===== src/rtl/pim_seq_pkg.sv =====
// Shared definitions for the PIM instruction sequencer and its neighbours:
// state encoding and default widths, so the instruction register and future
// controllers agree on sizes.
package pim_seq_pkg;

  localparam int unsigned PimDefN       = 38;
  localparam int unsigned PimDefAw      = 8;
  localparam int unsigned PimDefTimeout = 1024;

  typedef enum logic [2:0] {
    StIdle   = 3'd0,
    StFetch  = 3'd1,
    StWaitRd = 3'd2,
    StLoad   = 3'd3,
    StExec   = 3'd4,
    StFin    = 3'd5,
    StErr    = 3'd6
  } pim_seq_state_e;

endpackage


===== src/rtl/pim_exec_timer.sv =====
// Execution watchdog: counts cycles while enabled and flags the cycle on
// which the count reaches TIMEOUT-1. Clear has priority over enable.
module pim_exec_timer #(
  parameter int unsigned TIMEOUT = 1024
) (
  input  logic i_clk,
  input  logic i_rst_n,
  input  logic i_clr,
  input  logic i_en,
  output logic o_expired
);

  localparam int unsigned CntW = $clog2(TIMEOUT);

  logic [CntW-1:0] r_cnt;

  // Counter; saturates at the expiry value so it never wraps.
  always_ff @(posedge i_clk or negedge i_rst_n) begin
    if (!i_rst_n) begin
      r_cnt <= '0;
    end else if (i_clr) begin
      r_cnt <= '0;
    end else if (i_en && !o_expired) begin
      r_cnt <= r_cnt + 1'b1;
    end
  end

  assign o_expired = (r_cnt == CntW'(TIMEOUT - 1));

endmodule


===== src/rtl/pim_instr_sequencer.sv =====
// Walks a contiguous window of instruction memory and issues one instruction
// at a time to the PIM instruction register, waiting for completion in between.
// All outputs are registers or state decodes; inputs act only at clock edges.
module pim_instr_sequencer
  import pim_seq_pkg::*;
#(
  parameter int unsigned N       = PimDefN,
  parameter int unsigned AW      = PimDefAw,
  parameter int unsigned TIMEOUT = PimDefTimeout
) (
  input  logic          i_clk,
  input  logic          i_rst_n,
  input  logic          i_start,
  input  logic          i_abort,
  input  logic [AW-1:0] i_base_addr,
  input  logic [AW-1:0] i_instr_count,
  output logic          o_imem_rd_en,
  output logic [AW-1:0] o_imem_addr,
  input  logic [N-1:0]  i_imem_rdata,
  output logic [N-1:0]  o_PIM_D,
  output logic          o_PIM_load,
  input  logic          i_pim_done,
  output logic          o_busy,
  output logic          o_done,
  output logic          o_err,
  output logic [AW-1:0] o_remaining
);

  pim_seq_state_e r_state, w_state_nxt;
  logic [AW-1:0]  r_addr, w_addr_nxt;
  logic [AW-1:0]  r_rem, w_rem_nxt;
  logic [N-1:0]   r_pim_d, w_pim_d_nxt;
  logic [AW-1:0]  w_rem_dec;
  logic           w_expired;

  assign w_rem_dec = r_rem - AW'(1);

  pim_exec_timer #(
    .TIMEOUT (TIMEOUT)
  ) u_timer (
    .i_clk     (i_clk),
    .i_rst_n   (i_rst_n),
    .i_clr     (r_state == StLoad),
    .i_en      (r_state == StExec),
    .o_expired (w_expired)
  );

  // State, address, count and instruction data registers.
  always_ff @(posedge i_clk or negedge i_rst_n) begin
    if (!i_rst_n) begin
      r_state <= StIdle;
      r_addr  <= '0;
      r_rem   <= '0;
      r_pim_d <= '0;
    end else begin
      r_state <= w_state_nxt;
      r_addr  <= w_addr_nxt;
      r_rem   <= w_rem_nxt;
      r_pim_d <= w_pim_d_nxt;
    end
  end

  // Next-state logic; abort wins over everything and freezes the datapath.
  always_comb begin
    w_state_nxt = r_state;
    w_addr_nxt  = r_addr;
    w_rem_nxt   = r_rem;
    w_pim_d_nxt = r_pim_d;
    if (i_abort && (r_state != StIdle)) begin
      w_state_nxt = StIdle;
    end else begin
      unique case (r_state)
        StIdle: begin
          if (i_start) begin
            w_addr_nxt  = i_base_addr;
            w_rem_nxt   = i_instr_count;
            w_state_nxt = (i_instr_count != '0) ? StFetch : StFin;
          end
        end
        StFetch:  w_state_nxt = StWaitRd;
        StWaitRd: begin
          w_pim_d_nxt = i_imem_rdata;
          w_state_nxt = StLoad;
        end
        StLoad:   w_state_nxt = StExec;
        StExec: begin
          // Completion in the same cycle as expiry counts as success.
          if (i_pim_done) begin
            w_rem_nxt   = w_rem_dec;
            w_addr_nxt  = r_addr + AW'(1);
            w_state_nxt = (w_rem_dec != '0) ? StFetch : StFin;
          end else if (w_expired) begin
            w_state_nxt = StErr;
          end
        end
        StFin:    w_state_nxt = StIdle;
        StErr:    w_state_nxt = StIdle;
        default:  w_state_nxt = StIdle;
      endcase
    end
  end

  assign o_imem_rd_en = (r_state == StFetch);
  assign o_imem_addr  = r_addr;
  assign o_PIM_D      = r_pim_d;
  assign o_PIM_load   = (r_state == StLoad);
  assign o_busy       = (r_state != StIdle);
  assign o_done       = (r_state == StFin);
  assign o_err        = (r_state == StErr);
  assign o_remaining  = r_rem;

endmodule


===== config.mk =====
export PLATFORM = sky130hd
export DESIGN_NAME = pim_instr_sequencer
export DESIGN_NICKNAME = d
export VERILOG_FILES = /design/src/rtl/pim_seq_pkg.sv /design/src/rtl/pim_exec_timer.sv /design/src/rtl/pim_instr_sequencer.sv
export SDC_FILE = /design/constraint.sdc
export NUM_CORES = 1
export LEC_CHECK = 0
export ABC_CLOCK_PERIOD_IN_PS = 2300
export CAP_MARGIN = 20
export CELL_PAD_IN_SITES_DETAIL_PLACEMENT = 0
export CELL_PAD_IN_SITES_GLOBAL_PLACEMENT = 2
export CORE_MARGIN = 1.5
export CORE_UTILIZATION = 27
export CTS_CLUSTER_DIAMETER = 80
export CTS_CLUSTER_SIZE = 12
export DETAILED_ROUTE_END_ITERATION = 10
export PLACE_DENSITY = 0.81
export SLEW_MARGIN = 10
export SYNTH_ARGS = -nofsm -noshare
export SYNTH_HDL_FRONTEND = slang
export SYNTH_SLANG_ARGS = --single-unit

===== constraint.sdc =====
create_clock -name i_clk -period 2.3 [get_ports i_clk]
set_input_delay 0.46 -clock i_clk [delete_from_list [all_inputs] [get_ports i_clk]]
set_output_delay 0.46 -clock i_clk [all_outputs]
set_load 0.005 [all_outputs]

After elaboration in Yosys (flattened, before gate mapping)
Index checks and enable logic that the tools add are counted.
Widths: inputs -> output; s select.
- input port bits: 59
- bits in registers: 67
- $add $sub $neg: 3
- multiplexer cells: 15
- bitwise logic cells: 1
- eq/ne operators: 11
- reductions and logical operators: 12
- operator list (kind ; number):
    $mux 8 ; 4
    $pmux 8 s2 ; 2
    $mux 10 ; 2
    $mux 3 ; 6
    $reduce_bool 8->1 ; 2
    $pmux 3 s5 ; 1
    $add 10x1->10 const B ; 1
    $eq 10x10->1 const B ; 1
    $eq 3x3->1 const B ; 3
    $add 8x1->8 const B ; 1
    $sub 8x1->8 const B ; 1
    $eq 3x2->1 const B ; 2
    $ne 2x2->1 const B ; 2
    $ne 4x4->1 const B ; 1
    $reduce_and 2->1 ; 2
    $reduce_and 4->1 ; 1
    $reduce_bool 2->1 ; 2
    $eq 3x1->1 const B ; 1
    $logic_not 3->1 ; 1
    $ne 3x3->1 const B ; 1
    $reduce_bool 3->1 ; 1
    $logic_and 1x1->1 ; 2
    $logic_not 1->1 ; 1
    $not 1->1 ; 1

Longest topological paths before layout
Gate-level depths: netlist of the first run.
- depth in word-level cells: 6
- mapped depth: 8
- gate-level depth less buffers: 7

By module
From an unflattened synthesis of the first run, not the netlist that was laid out.
- cell total of the unflattened synthesis: 305
- area, all modules: 3291.9 µm²
- modules (own cells, without submodules) (module ; area an instance (µm²) ; instances ; cells each ; seq. area each (µm²)):
    pim_instr_sequencer ; 2726.4 ; 1 ; 249 ; 1426.4
    pim_exec_timer ; 565.5 ; 1 ; 56 ; 250.2

Worst setup path before layout of the first run
OpenSTA, ideal clock, no wires.
- kind: flip-flop to flip-flop
- from: reg r_state[1]
- to: reg r_addr[0] (netlist: o_imem_addr[0])
- data required time: 2.172 ns
- stages on the path, launching flop included: 9
- library setup time: 0.128 ns
- clock period less this slack: 1.817 ns
- arrival: 1.690 ns
- path slack: 0.483 ns
- path through: dfrtp_1 buf_2 o31ai_1 o21ai_2 or3_1 clkbuf_2 buf_4 a21oi_1 mux2i_1
- cells in the longest elaborated chain, start to end: 4
- RTL lines (what ; RTL line ; source):
    start: declaration ; pim_instr_sequencer.sv:29 ; pim_seq_state_e r_state, w_state_nxt;
    start signal: assignment ; pim_instr_sequencer.sv:51 ; r_state <= StIdle;
    start signal: assignment ; pim_instr_sequencer.sv:56 ; r_state <= w_state_nxt;
    branches (longest 4 deep; another with $reduce_and 4->1) ; n/a ;
    end signal: assignment ; pim_instr_sequencer.sv:57 ; r_addr <= w_addr_nxt;
    end: declaration ; pim_instr_sequencer.sv:30 ; logic [AW-1:0] r_addr, w_addr_nxt;
Several ways; the timed one is not identified.
A chain may end at the register's enable or synchronous reset.

Final worst setup path of the first run
- from: reg r_state[0]
- to: out o_busy
- cells in the longest elaborated chain, start to end: 1
- RTL lines (what ; RTL line ; source):
    $reduce_bool 3->1 ; pim_instr_sequencer.sv:107 ; assign o_busy = (r_state != StIdle);
    end: declaration ; pim_instr_sequencer.sv:23 ; output logic o_busy,
No other way between the ends.

==> results of run 1 <==
## layout by cell type (no fill, tap or decap), drive strengths merged, types with 3 or more instances in the layout
master	instances
clkdlybuf4s50	116
dfrtp	67
mux2	38
nor2	26
o21ai	22
a21oi	21
nand2	17
buf	14
nand3	11
clkbuf	11
inv	7
nor3	7
or3	5
and3	5
xnor2	5
ha	4
xor2	3
a31oi	3
o22ai	3
bufinv	3
nor3b	3
nor4	3
clkinv	3
## synth_stat cells (2+ instances only)
cell type / instances / area share
o22ai_1: 3 / 0.0058
a31oi_1: 3 / 0.0058
nand2_1: 17 / 0.020
o32ai_1: 2 / 0.0054
inv_1: 7 / 0.0081
nand2b_1: 2 / 0.0039
and3_1: 5 / 0.0097
a32oi_1: 2 / 0.0054
mux2i_1: 2 / 0.0062
ha_1: 4 / 0.015
xnor2_1: 5 / 0.014
clkbuf_1: 3 / 0.0035
xor2_1: 3 / 0.0081
dfrtp_1: 67 / 0.52
nand3_1: 11 / 0.017
nor3_1: 6 / 0.0093
nor3b_1: 3 / 0.0070
or3_1: 5 / 0.0097
mux2_2: 38 / 0.13
and4_1: 2 / 0.0054
nor2_1: 26 / 0.030
a21oi_1: 21 / 0.032
nor4_1: 3 / 0.0058
buf_2: 9 / 0.014
a22oi_1: 2 / 0.0046
nand4_1: 2 / 0.0039
o21ai_0: 20 / 0.031
## flip-flops by register name, indices dropped and copies added (netlist names)
| register | cells |
|---|---|
| o_imem_addr | 8 |
| r_state | 3 |
| o_remaining | 8 |
| o_PIM_D | 38 |
| u_timer.r_cnt | 10 |
## critical path, stage by stage, from the launching register on
cell             delay (ns)
dfrtp_2                0.42
buf_4                  0.15
or3_1                  0.38
clkdlybuf4s50_1        0.50
## cell type report
| cell class | count | area [sq um] | area share |
|---|---|---|---|
| flip-flops and latches | 67 | 1680 | 0.337 |
| multi-input cells | 210 | 1460 | 0.293 |
| repair buffers | 130 | 1290 | 0.259 |
| clock buffers | 11 | 243 | 0.0487 |
| well taps | 143 | 179 | 0.0359 |
| clock inverters | 5 | 100 | 0.0201 |
| inverters | 8 | 30.0 | 0.00603 |
## per-layer routing
metal,up-vias,GRT usage,share of wire
li1,1333,-,-
met1,1290,0.182,0.44
met2,102,0.219,0.45
met3,16,0.0356,0.083
met4,0,0.0658,0.019
met5,-,0,0
## power groups by stage
| stage | sequential, mW | clock (mW) | combinational (mW) |
|---|---|---|---|
| floorplan | 2.09 | 0 | 1.19 |
| finish | 2.10 | 1.58 | 2.64 |
| CTS | 2.11 | 1.63 | 2.68 |
| global route | 2.18 | 1.68 | 2.90 |
| global placement | 2.12 | 0 | 2.59 |
| detailed placement | 2.14 | 0 | 2.61 |
## kinds of logic after synthesis
logic type      after synthesis  synth area share
xor+xnor                      8            0.0216
buf+inv                      24            0.0352
simple gates                 92             0.146
fa+ha+maj                     4            0.0155
compound gates               66             0.126
flops                        67             0.518
mux                          40             0.138
## worst paths after layout
kind | startpoint | to | slack (ns) | cells past startpoint
min | i_rst_n | u_timer.r_cnt[4] | 0.15 | 2
max | r_state[0] | o_busy | 0.06 | 3
max reg2reg | r_state[0] | r_state[2] | 0.18 | 7
max in group asynchronous | i_rst_n | o_PIM_D[19] | 1.86 | 2
min in group i_clk | o_PIM_D[33] | o_PIM_D[33] | 0.50 | 1
min reg2reg | o_PIM_D[33] | o_PIM_D[33] | 0.50 | 1
## through the flow
stage | hold slack, ns | setup WS (ns)
2_1_floorplan | 0.164 | 0.483
3_3_place_gp | 0.488 | 0.0407
3_5_place_dp | 0.495 | -0.00429
4_1_cts | 0.154 | 0.0240
5_1_grt | 0.173 | 0.0101
6_report | 0.145 | 0.0582
## timing repair
| action | CTS | global route |
|---|---|---|
| hold buffers | 0 | 0 |
| setup endpoints to repair | 1 | 1 |
| buffers inserted | 3 | 0 |
| gates resized for setup | 2 | 1 |
| pin swaps | 0 | 0 |
==> results.toml, run 1 <==
[synth]
syn-cell-area_sq_um = 3240
synthesis.nets = 364
ys_seq_area_frac = 0.518
synth_edf_count = 0
ys.flop_type = "dfrtp_1"
synth-async-reset-ratio = 1.00
syn_area_per_cell_sq_um = 10.8
synth_cell_type_count = 55
synth_cells = 301
ys_ff_latch = 67
yosysWarnings = 0

[clock_tree]
clkLatencyLatePin_ns = 0.33
clock-sinks = 67
cts_tree = "yes"
clkTransAtPathRegs_ns = 0.05
cts.path.max_buffers = 2
cts_made_buffers = 9
cts-root-buf = "clkbuf_16"
h-tree-depth = 3

[placed_design]
place_inst = 555
placed_area_sq_um = 4610
io_buffers = 117
routabilityCongestion = 0.726
hpwlAfterDp_um = 5950

[global_route]
grt_first_pass_wirelength_um = 13700
overflow = 0
grt_pass1_vias = 2687
grt.total_usage = 0.140
grt_max_degree = 68
grt_antenna_before_repair = 0

[routing]
vias = 2741
first_pass_iters = 8
drc = 15
dr.first_iter.drc_count = 221
drtAntennaViolNets = 0
wire_per_inst_um = 14.7
vias_per_cell = 4.78
wirelength_um = 8450

[final_layout]
final_util = 0.431
drive_gt1_frac = 0.181
fin_cells = 574
antennaDiodeCount = 0
area_growth_pct = 53.8
stdcell_area_sq_um = 4980
nNetsFinal = 489
fillCellCount = 1117

[worst_setup_path]
cp-start-kind = "flop"
crit_path_end_kind = "primary output"
required_ns = 1.84
worstPathMaxFanout = 5
crit_type = "flop to primary output"
crit_arrival_ns = 1.78

[run_status]
status = "finished, violations left"
violations = "DRC"

[timing]
worstMarginPinSlew_ns = 0.549
max_clock_freq_ghz = 0.446
period_needed_ns = 2.24
rsz0062_at_grt = "no"
slew_headroom = 0.631
hold_viol = 0
final.setup.tns_ns = 0
fin_crit_sh = 0.975
skew_ns = 0.00381
setup_violations = 0
slew_viol_final = 0

[run]
cap_violations = 0

[die]
initial_utilization = 0.280
die_h_um = 113
die-width_um = 113
ios = 118
rows = 39
dieArea_sq_um = 12700
coreArea_sq_um = 11600

[power]
leakagePower_nw = 2.03
power.switching_mw = 1.91
swShare = 0.302
internal_power_mw = 4.42
power_frac_seq = 0.333
power_mw = 6.32
p_clk_frac = 0.250
power_density_nw_per_um2 = 1270
ir_drop_uv = 469
comb_power_share = 0.418

[hold_path]
hold_path.class = "input port to async pin"
Note: power is estimated with default switching activity, not from simulation.
==> inputs of run 2 (changes only) <==
Settings changed: ABC_AREA set to 1, PLACE_DENSITY 0.81 to 0.82.
==> results.toml, run 2 <==
[synth]
yosys-top-cells-area = "dfrtp_1 50%, mux2_4 9.0%, nand2_1 6.4%, mux2_2 6.1%, nor2_1 3.5%"
synth_commonest_cells = "67 x dfrtp_1, 57 x nand2_1, 31 x nor2_1"
synth_cells = 332
synth.most_common_cell = "dfrtp_1"
syn_area_per_cell_sq_um = 10.0
synthesis.nets = 395
synth_top_area_frac = 0.504
synth-async-reset-ratio = 1.00
syn-cell-area_sq_um = 3330
synth_cell_type_count = 33
ys_ff_latch = 67
ys_seq_area_frac = 0.504
synth_area_leader_cell = "dfrtp_1"
synth_edf_count = 0
yosysWarnings = 0
ys.flop_type = "dfrtp_1"

[worst_setup_path]
r2r_start = "u_timer.r_cnt[0]"
crit_path_max_incr_delay_ns = 0.56
cp_slowest_cell = "clkdlybuf4s50_1"
worst-path-buf-inv = 2
crit_path_end_kind = "primary output"
crit_type = "flop to primary output"
worstPathMaxFanout = 5
cp_cell_sequence = "inv_1, nor3_4, clkdlybuf4s50_1"
cp-start-kind = "flop"
required_ns = 1.84
crit_arrival_ns = 1.75
crit_family = "buffers and inverters"
r2r_cells = 10
r2r_slack_ns = 0.46
timing.rr.end = "u_timer.r_cnt[8]"

[clock_tree]
clkLatencyLatePin_ns = 0.32
cts.path.max_buffers = 2
h-tree-depth = 3
clock-sinks = 67
cts_tree = "yes"
ctsHoldBuffers = 0
cts_made_buffers = 9
clkTransAtPathRegs_ns = 0.06
cts-root-buf = "clkbuf_16"

[global_route]
grt_max_degree = 68
grt_antenna_before_repair = 0
grt_pass1_vias = 2817
grt_first_pass_wirelength_um = 13900
overflow = 0
grt.total_usage = 0.135

[routing]
drtAntennaViolNets = 0
first_pass_iters = 4
drc = 0
vias = 2738
wire_per_inst_um = 14.1
vias_per_cell = 4.49
wirelength_um = 8600
dr.first_iter.drc_count = 130

[final_layout]
drive_gt1_frac = 0.164
final-seq-area_sq_um = 1680
antennaDiodeCount = 0
multi_input_area_sq_um = 1460
final_common_cell = "clkdlybuf4s50_1"
final_cell_mix = "116 x clkdlybuf4s50_1, 67 x dfrtp_1, 56 x nand2_1"
nNetsFinal = 521
largest_register_ffs = 38
area_growth_pct = 50.2
fillCellCount = 1169

[die]
rows = 40
dieArea_sq_um = 13000
die_h_um = 114
die-width_um = 114
initial_utilization = 0.277
coreArea_sq_um = 12000
ios = 118

[timing]
setup_violations = 0
worstMarginPinSlew_ns = 0.441
fin_crit_sh = 0.961
rsz0062_at_grt = "yes"
hold_viol = 0
slew_viol_final = 0
setup_ws_ns = 0.0899
period_needed_ns = 2.21
max_clock_freq_ghz = 0.452
skew_ns = 0.00809
slew_headroom = 0.705

[power]
leakagePower_nw = 2.21
power_mw = 6.50
power_density_nw_per_um2 = 1300
ir_drop_uv = 358

[hold_path]
hold_path.class = "input port to async pin"

[run_status]
status = "completed"

[placed_design]
routabilityCongestion = 0.772
pre_cts_ws_ns = 0.292
hpwlAfterDp_um = 6280
io_buffers = 117

[run]
cap_violations = 0
[run 2: cell types whose count changed after synthesis, sizes merged, moves of 4 or more]
cell / before / now
nand2: 17 / 62
xnor2: 5 / 1
a21oi: 21 / 11
and3: 5 / 0
or3: 5 / 0
o21ai: 22 / 29
nor2: 26 / 33
nor3: 7 / 15
buf: 12 / 8
inv: 7 / 31
xor2: 3 / 7
[run 2: cell type report]
| cell class | count | share of cell area |
|---|---|---|
| Timing Repair Buffer | 124 | 0.249 |
| Tap cell | 147 | 0.0368 |
| Multi-Input combinational cell | 225 | 0.292 |
| Clock inverter | 6 | 0.0180 |
| Inverter | 31 | 0.0233 |
| Clock buffer | 10 | 0.0458 |
| Sequential cell | 67 | 0.335 |
[run 2: routing by layer]
layer | up-vias | part of all wire | GRT usage
met5 | - | 0 | 0
met4 | 0 | 0.013 | 0.0408
met3 | 8 | 0.055 | 0.0351
met2 | 93 | 0.46 | 0.219
met1 | 1275 | 0.47 | 0.179
li1 | 1362 | - | -
[run 2: cells by family after synthesis]
family / Yosys count / share of synthesized area
mux: 38 / 0.151
simple gates: 125 / 0.169
xor+xnor: 8 / 0.0210
buf+inv: 40 / 0.0601
compound gates: 50 / 0.0804
fa+ha+maj: 4 / 0.0150
flops: 67 / 0.504
[run 2: how the worst max path moves through the flow]
| stage | cells after the start | endpoint | start |
|---|---|---|---|
| after detailed placement | 7 | o_remaining[2] | i_start |
| final | 3 | o_PIM_load | r_state[0] |
| after floorplan | 7 | o_PIM_D[18] | r_state[1] |
| after global routing | 3 | o_PIM_load | r_state[0] |
| after global placement | 7 | o_imem_addr[1] | i_start |
| after CTS | 3 | o_imem_rd_en | r_state[0] |
[run 2: metrics by stage]
stage               hold WS [ns]  instance area [sq um]  instances  utilization   TNS, ns
floorplan                  0.164                   3330        332            -         0
global route               0.163                   5000        610        0.416  -0.00591
global placement           0.486                   4680        594        0.389         0
finish                     0.131                   5000        610        0.416         0
detailed placement         0.491                   4680        594        0.389         0
CTS                        0.170                   4990        610        0.416         0
[run 2: what timing repair did]
action,CTS,global route
setup endpoints to repair,0,1
buffers inserted,0,0
gates resized for setup,0,1
[run 2: power by group]
group	total (mW)	leakage, nW	internal (mW)	switching [mW]
Sequential	2.10	0.822	1.71	0.388
Clock	1.47	0.153	0.951	0.520
Combinational	2.93	1.24	1.75	1.18
Total	6.50	2.21	4.42	2.08
[run 2: worst register-to-register path, cell delays in order (launching register included)]
cell	delay, ns
dfrtp_1	0.42
ha_1	0.21
nand2_1	0.09
inv_1	0.06
nand2_1	0.08
nor3_2	0.19
nand2_1	0.12
nand2_2	0.17
nand2_2	0.16
a21oi_1	0.17
nor2_1	0.05
